## config.mk

```make
export PLATFORM = sky130hd
export DESIGN_NAME = base_sampler
export DESIGN_NICKNAME = d
export VERILOG_FILES = /design/src/rtl/alisim_pkg.sv /design/src/rtl/base_map.sv /design/src/rtl/base_sampler.sv
export SDC_FILE = /design/constraint.sdc
export NUM_CORES = 1
export LEC_CHECK = 0
export CAP_MARGIN = 10
export CORE_UTILIZATION = 53
export CTS_BUF_LIST = sky130_fd_sc_hd__clkbuf_2
export DETAILED_ROUTE_END_ITERATION = 10
export GPL_TIMING_DRIVEN = 0
export PLACE_DENSITY_LB_ADDON = 0.1
export SYNTH_ARGS = -nofsm -noshare
export SYNTH_HDL_FRONTEND = slang
export SYNTH_SLANG_ARGS = --single-unit
```

## constraint.sdc

```tcl
create_clock -name clk -period 2.4 [get_ports clk]
set_input_delay 0.36 -clock clk [delete_from_list [all_inputs] [get_ports clk]]
set_output_delay 0.36 -clock clk [all_outputs]
set_load 0.02 [all_outputs]
```

## src/rtl/alisim_pkg.sv

```systemverilog
// Shared definitions for the sequence-generation pipeline:
// nucleotide encodings, sampler FSM states and default random-value width.
package alisim_pkg;

  localparam int RAND_W_DEF = 10;

  localparam logic [1:0] BASE_A = 2'b00;
  localparam logic [1:0] BASE_C = 2'b01;
  localparam logic [1:0] BASE_G = 2'b10;
  localparam logic [1:0] BASE_T = 2'b11;

  typedef enum logic [1:0] {
    ST_IDLE  = 2'd0,
    ST_SEED  = 2'd1,
    ST_RUN   = 2'd2,
    ST_DRAIN = 2'd3
  } sampler_state_t;

endpackage

```

## src/rtl/base_map.sv

```systemverilog
// Combinational random value -> nucleotide map via three cumulative thresholds.
// Priority order A, C, G, T; non-monotonic thresholds resolve by that order.
module base_map
  import alisim_pkg::*;
#(
  parameter int RAND_W = RAND_W_DEF
) (
  input  logic [RAND_W-1:0] rand_val,
  input  logic [RAND_W-1:0] thr_a,
  input  logic [RAND_W-1:0] thr_c,
  input  logic [RAND_W-1:0] thr_g,
  output logic [1:0]        base
);

  always_comb begin
    base = BASE_T;
    if (rand_val < thr_a) begin
      base = BASE_A;
    end else if (rand_val < thr_c) begin
      base = BASE_C;
    end else if (rand_val < thr_g) begin
      base = BASE_G;
    end
  end

endmodule

```

## src/rtl/base_sampler.sv

```systemverilog
// Seeds the LFSR, samples it once per free output slot and streams SEQ_LEN bases
// over valid/ready; first base 3 cycles after start, stalls skip LFSR values.
module base_sampler
  import alisim_pkg::*;
#(
  parameter int RAND_W  = RAND_W_DEF,
  parameter int SEQ_LEN = 64,
  parameter int CNT_W   = 16
) (
  input  logic              clk,
  input  logic              reset_n,
  input  logic              start,
  input  logic [RAND_W-1:0] seed_in,
  input  logic [RAND_W-1:0] thr_a,
  input  logic [RAND_W-1:0] thr_c,
  input  logic [RAND_W-1:0] thr_g,
  input  logic [RAND_W-1:0] rand_val,
  output logic [RAND_W-1:0] lfsr_seed,
  output logic              lfsr_reseed_en,
  output logic [1:0]        base_out,
  output logic              base_valid,
  input  logic              base_ready,
  output logic              base_last,
  output logic              busy,
  output logic              done
);

  sampler_state_t    state, state_nxt;
  logic [RAND_W-1:0] seed_q, thr_a_q, thr_c_q, thr_g_q;
  logic [CNT_W-1:0]  count;
  logic [1:0]        base_mapped;
  logic              slot, accept, cnt_final;
  logic              capture, sample_en, drain_acc;

  base_map #(.RAND_W(RAND_W)) u_map (
    .rand_val (rand_val),
    .thr_a    (thr_a_q),
    .thr_c    (thr_c_q),
    .thr_g    (thr_g_q),
    .base     (base_mapped)
  );

  assign slot      = !base_valid || base_ready;
  assign accept    = base_valid && base_ready;
  assign cnt_final = (count == CNT_W'(SEQ_LEN - 1));

  always_comb begin
    state_nxt      = state;
    capture        = 1'b0;
    sample_en      = 1'b0;
    drain_acc      = 1'b0;
    busy           = (state != ST_IDLE);
    lfsr_reseed_en = 1'b0;
    lfsr_seed      = '0;
    case (state)
      ST_IDLE: begin
        if (start) begin
          capture   = 1'b1;
          state_nxt = ST_SEED;
        end
      end
      ST_SEED: begin
        lfsr_reseed_en = 1'b1;
        lfsr_seed      = seed_q;
        state_nxt      = ST_RUN;
      end
      ST_RUN: begin
        // A stalled slot leaves rand_val unsampled; the LFSR keeps running.
        if (slot) begin
          sample_en = 1'b1;
          if (cnt_final) begin
            state_nxt = ST_DRAIN;
          end
        end
      end
      ST_DRAIN: begin
        if (accept) begin
          drain_acc = 1'b1;
          state_nxt = ST_IDLE;
        end
      end
      default: state_nxt = ST_IDLE;
    endcase
  end

  always_ff @(posedge clk or negedge reset_n) begin
    if (!reset_n) begin
      state <= ST_IDLE;
    end else begin
      state <= state_nxt;
    end
  end

  always_ff @(posedge clk or negedge reset_n) begin
    if (!reset_n) begin
      seed_q     <= '0;
      thr_a_q    <= '0;
      thr_c_q    <= '0;
      thr_g_q    <= '0;
      count      <= '0;
      base_out   <= '0;
      base_valid <= 1'b0;
      base_last  <= 1'b0;
      done       <= 1'b0;
    end else begin
      done <= drain_acc;
      if (capture) begin
        seed_q  <= seed_in;
        thr_a_q <= thr_a;
        thr_c_q <= thr_c;
        thr_g_q <= thr_g;
        count   <= '0;
      end
      if (sample_en) begin
        base_out   <= base_mapped;
        base_valid <= 1'b1;
        base_last  <= cnt_final;
        count      <= count + 1'b1;
      end
      if (drain_acc) begin
        base_valid <= 1'b0;
        base_last  <= 1'b0;
      end
    end
  end

endmodule

```

Word level (Yosys, flattened, before mapping)
Cells that the tools add are included.
Storage, ports and cells
  register bits after elaboration: 63
  output and inout bits: 17
  input port bits: 54
  word-level logic and storage cells: 52
Cells by class
  $lt $le $gt $ge: 3
  reduce and logical (&&, ||, !) cells: 8
  add/subtract/negate cells: 1
  mux-type cells: 22
  eq/ne operators: 8
Operator list (count)
  16-bit two-way mux: 2
  10-bit < comparator: 3
  16-bit by 1-bit adder with 16-bit output (second input constant): 1
  16-bit by 6-bit == test with 1-bit output (second input constant): 1
  1-bit two-way mux: 12
  2-bit two-way mux: 6
  10-bit two-way mux: 1
  2-bit != test (second input constant): 4
  2-bit case mux with 4 select lines: 1
  2-bit nonzero test: 3
  2-bit == test (second input constant): 2
  4-bit AND reduction: 1
  2-bit by 1-bit == test with 1-bit output (second input constant): 1
  2-bit logical NOT: 1
  1-bit logical AND: 1
  1-bit logical NOT: 1
  1-bit logical OR: 1

Longest topological paths before layout
  depth after elaboration: 6
  mapped depth: 7

Cells and area by module
A second synthesis with hierarchy kept.
Unflattened totals
  cells, all modules: 329
  area, all modules: 3548.4 um^2
By module, submodules not included
  base_sampler: instances 1, cells each 234, seq. area each 1576.5 um^2, area an instance 2849.0 um^2
  base_map: instances 1, cells each 95, seq. area each 0.0 um^2, area an instance 699.4 um^2

Worst setup path before layout
No wires, ideal clock.
  kind: reg-to-reg
  start point: register count[6]
  end point: register state[1]
  data required time: 2272 ps
  arrival time: 1695 ps
  stages on the path, launching flop included: 6
  path slack: 577 ps
  period minus slack after synthesis: 1823 ps
  cell sequence: dfrtp_1 or4_1 nor3_2 nand4_1 a21oi_2 mux2_1
On the way
  longest elaborated chain between the ends: 3
Ends and longest elaborated chain
  start: declaration: line base_sampler.sv:30  | logic [CNT_W-1:0] count;
  start signal: assignment: line base_sampler.sv:118  | count <= count + 1'b1;
  16-bit by 6-bit == test with 1-bit output: line base_sampler.sv:45  | assign cnt_final = (count == CNT_W'(SEQ_LEN - 1));
  2-bit != test (no source line)
  4-bit AND reduction (no source line)
  end signal: assignment: line base_sampler.sv:90  | state <= state_nxt;
  end: declaration: line base_sampler.sv:28  | sampler_state_t state, state_nxt;
No other way between the ends.
A chain may end at the register's enable or synchronous reset.

Final worst setup path
  start point: register state[1]
  end point: output lfsr_reseed_en
On the way
  longest elaborated chain between the ends: 2
Ends and longest elaborated chain
  2-bit by 1-bit == test with 1-bit output: line base_sampler.sv:55  | case (state)
  1-bit two-way mux: line base_sampler.sv:55
  end: declaration: line base_sampler.sv:19  | output logic lfsr_reseed_en,
No other way between the ends.

==> impl_metrics.yaml <==
outcome:
  outcome: "finished clean"
place:
  dpl_cell_area_mm2: 0.004183
  gp_congestion: 0.8003
  portBuffers: 70
  dpl_worst_slack_ns: 0.2667
  hpwl_um: 5145
finish:
  area_delta_synth_final_pct: 25.94
  nets: 487
  final_area_mm2: 0.004270
  fillers: 478
  drive_above_1_share_pct: 10.40
  diodes: 0
drt:
  wl_per_cell_um: 14.45
  routed_wl_um: 6920
  route.vias.total: 2594
  firstDrtPassIters: 4
  via_per_inst: 5.415
  drt_iter0_drc: 129
  ant_nets: 0
  drc: 0
clocking:
  cts_sinks: 63
  cts_max_level: 3
  numCtsBuffers: 9
  cts_setup_buffers: 0
  clkSlewWorstSetupHoldPaths_ns: 0.17
  clk_latency_ns: 0.47
  cts.path.max_buffers: 2
  cts-root-buf: "clkbuf_2"
  cts_tree: "done"
floorplan:
  die_y_um: 81.99
  initial_core_util_pct: 55.95
  io_pins: 71
  rows: 28
  fp.dieW_um: 81.99
  dieArea_mm2: 0.006722
  coreArea_mm2: 0.006061
worst_setup_path:
  cp_cell_sequence: "inv_1, ha_4, clkdlybuf4s50_1"
  cp.required_ns: 2.04
  reg2reg_from: "state[0]"
  critical-path-max-stage-delay_ns: 0.62
  worst-path-buf-inv: 2
  rrSetupSlack_ns: 0.33
  start_kind: "register"
  timing.rr.end: "thr_a_q[6]"
  worst-endpoint-arrival_ns: 1.86
  critPathSlowestCell: "clkdlybuf4s50_1"
  cpLargestDelayFamily: "buffers and inverters"
  rr_worst_depth: 5
  critPathMaxFanout: 11
  crit_path_end_kind: "primary output"
  path_class: "reg -> out"
yosys:
  synthArstFlopShare_pct: 100.0
  synth_area_leaders: "dfrtp_1, ha_1, mux2_2"
  synthFlopType: "dfrtp_1"
  syn-cell-area_mm2: 0.003391
  syn_inst: 318
  synth_top_area_share_pct: 46.49
  seq_area_frac_synth_pct: 46.49
  yosys.area.top_type: "dfrtp_1"
  synth_edf_count: 0
  synth-seq-cells: 63
  synthDistinctLibCells: 36
  yosys_warnings: 0
  synth_fp_nets: 405
  avgSynthCellArea_um2: 10.66
power:
  ir_drop_mv: 0.6391
  p_seq_share_pct: 41.3
  p_sw_share_pct: 37.83
  power_leakage_nw: 2.034
  p_int_w: 0.002539
  p_sw_w: 0.001545
  combPwrFrac_pct: 46.8
  p_per_area_mw_per_mm2: 956.4
  clkPwrFrac_pct: 11.8
timing:
  setup_slack_ns: 0.1755
  fmax_mhz: 449.5
  period_share_pct: 92.69
  worst_pin_slew_ns: 0.7901
  setup_violations: 0
  max_slew_margin_pct: 47.33
  hold_viol: 0
  fin_crit_ns: 2.224
  rsz0062_at_grt: "false"
  skew_ns: 0.02565
  timing.final.max_slew_violations: 0
global_routing:
  grt_first_pass_wirelength_um: 11520
  globalRouteTotalUtil_pct: 23.03
  grt_max_degree: 64
  grt_overflow: 0
  grt_pass1_vias: 2544
  antenna_found_initial: 0
min_path:
  worstHoldStart: "thr_c[3]"
  hold_depth: 2
  worstHoldEndpoint: "thr_c_q[3]"
  hold_class: "in -> reg"
job:
  maxCapViolCount: 0
-- what timing repair did --
action / CTS / global route
hold buffers: 1 / 0
endpoints found under the setup margin: 11 / 2
gates resized for setup: 11 / 2
pin swaps: 0 / 0
hold endpoints to repair: 63 / 0
-- worst max-delay path by stage --
stage	cells after the start	startpoint	slack (ns)	to
final	3	state[1]	0.18	lfsr_reseed_en
after global placement	1	reset_n	-1.14	seed_q[5]
after global routing	3	state[1]	0.05	lfsr_reseed_en
after detailed placement	7	rand_val[7]	0.27	base_out[1]
after CTS	4	state[1]	0.02	lfsr_seed[3]
after floorplan	5	count[6]	0.58	state[1]
-- cell usage after synthesis, drive strengths merged (5+ instances only) --
cell type  number
dfrtp          63
mux2           41
ha             33
inv            32
nand2          22
o21ai          22
a21oi          19
and2           11
nand4          11
nor2            9
nand3           8
and3            5
-- metrics by stage --
| step | total power (W) | utilization [%] | hold slack, ns | std cells | setup TNS (ns) |
|---|---|---|---|---|---|
| after global routing | 0.004443 | 70.46 | 0.4489 | 479 | 0 |
| final | 0.004084 | 70.46 | 0.4766 | 479 | 0 |
| after detailed placement | 0.003655 | 69.01 | 0.4809 | 463 | 0 |
| after floorplan | 0.002997 | - | 0.06441 | 318 | 0 |
| after global placement | 0.003561 | 69.05 | 0.4668 | 463 | -71.51 |
| after CTS | 0.004128 | 70.38 | 0.4463 | 479 | 0 |
-- logic make-up after synthesis --
| logic type | count (synthesis) | synth area share (%) |
|---|---|---|
| and+or+nand+nor | 77 | 11.96 |
| AOI/OAI and AO/OA | 63 | 11.03 |
| DFF | 63 | 46.49 |
| muxes | 42 | 13.91 |
| buffers and inverters | 40 | 4.428 |
| adders and majority gates | 33 | 12.18 |
-- final cells by class --
type,instances,area (µm²),area share [%]
clock inverters,3,11.26,0.2637
well taps,75,93.84,2.197
flip-flops and latches,63,1577,36.92
inverters,32,120.1,2.813
repair buffers,71,701.9,16.44
plain buffers,8,30.03,0.7032
clock buffers,12,60.06,1.406
multi-input cells,215,1677,39.26
-- cells in the final DEF (no fill, tap or decap), types with 2 or more instances in the layout --
master,netlist,final
dfrtp_1,63,63
clkdlybuf4s50_1,0,58
inv_1,32,32
ha_1,33,32
mux2_2,26,26
nand2_1,22,22
a21oi_1,18,18
mux2_1,15,15
o21ai_0,14,14
clkbuf_2,0,12
and2_1,11,11
nand4_1,11,11
nor2_1,9,9
dlygate4sd2_1,0,9
nand3_1,8,8
o21ai_1,8,8
and3_1,5,5
nand2b_1,4,4
o31ai_1,4,4
clkbuf_1,4,4
buf_1,4,4
and4_1,3,3
a211oi_1,3,3
a31oi_1,3,3
clkinv_1,0,3
a21o_1,2,2
o22ai_1,2,2
o211ai_1,2,2
dlymetal6s2s_1,0,2
-- flip-flops by register name (all words and copies together), names as in the netlist --
| signal | flops |
|---|---|
| done | 1 |
| count | 16 |
| thr_c_q | 10 |
| seed_q | 10 |
| state | 2 |
| thr_g_q | 10 |
| base_out | 2 |
| base_valid | 1 |
| base_last | 1 |
| thr_a_q | 10 |
-- per-layer routing --
metal	GRT usage (%)	up-vias	wire [µm]
met2	36.12	70	3125
met5	0	-	0
li1	-	1296	-
met1	30.56	1219	3323
met3	5.333	9	379
met4	9.298	0	91
-- power by group through the flow --
stage | registers, W | logic (W) | clock network [W]
2_1_floorplan | 0.00167 | 0.00133 | 0
3_3_place_gp | 0.00169 | 0.00187 | 0
3_5_place_dp | 0.00171 | 0.00195 | 0
4_1_cts | 0.00169 | 0.00194 | 0.000503
5_1_grt | 0.00175 | 0.00215 | 0.000551
6_report | 0.00169 | 0.00191 | 0.000484
No activity file was read; power rests on OpenSTA's default activity.
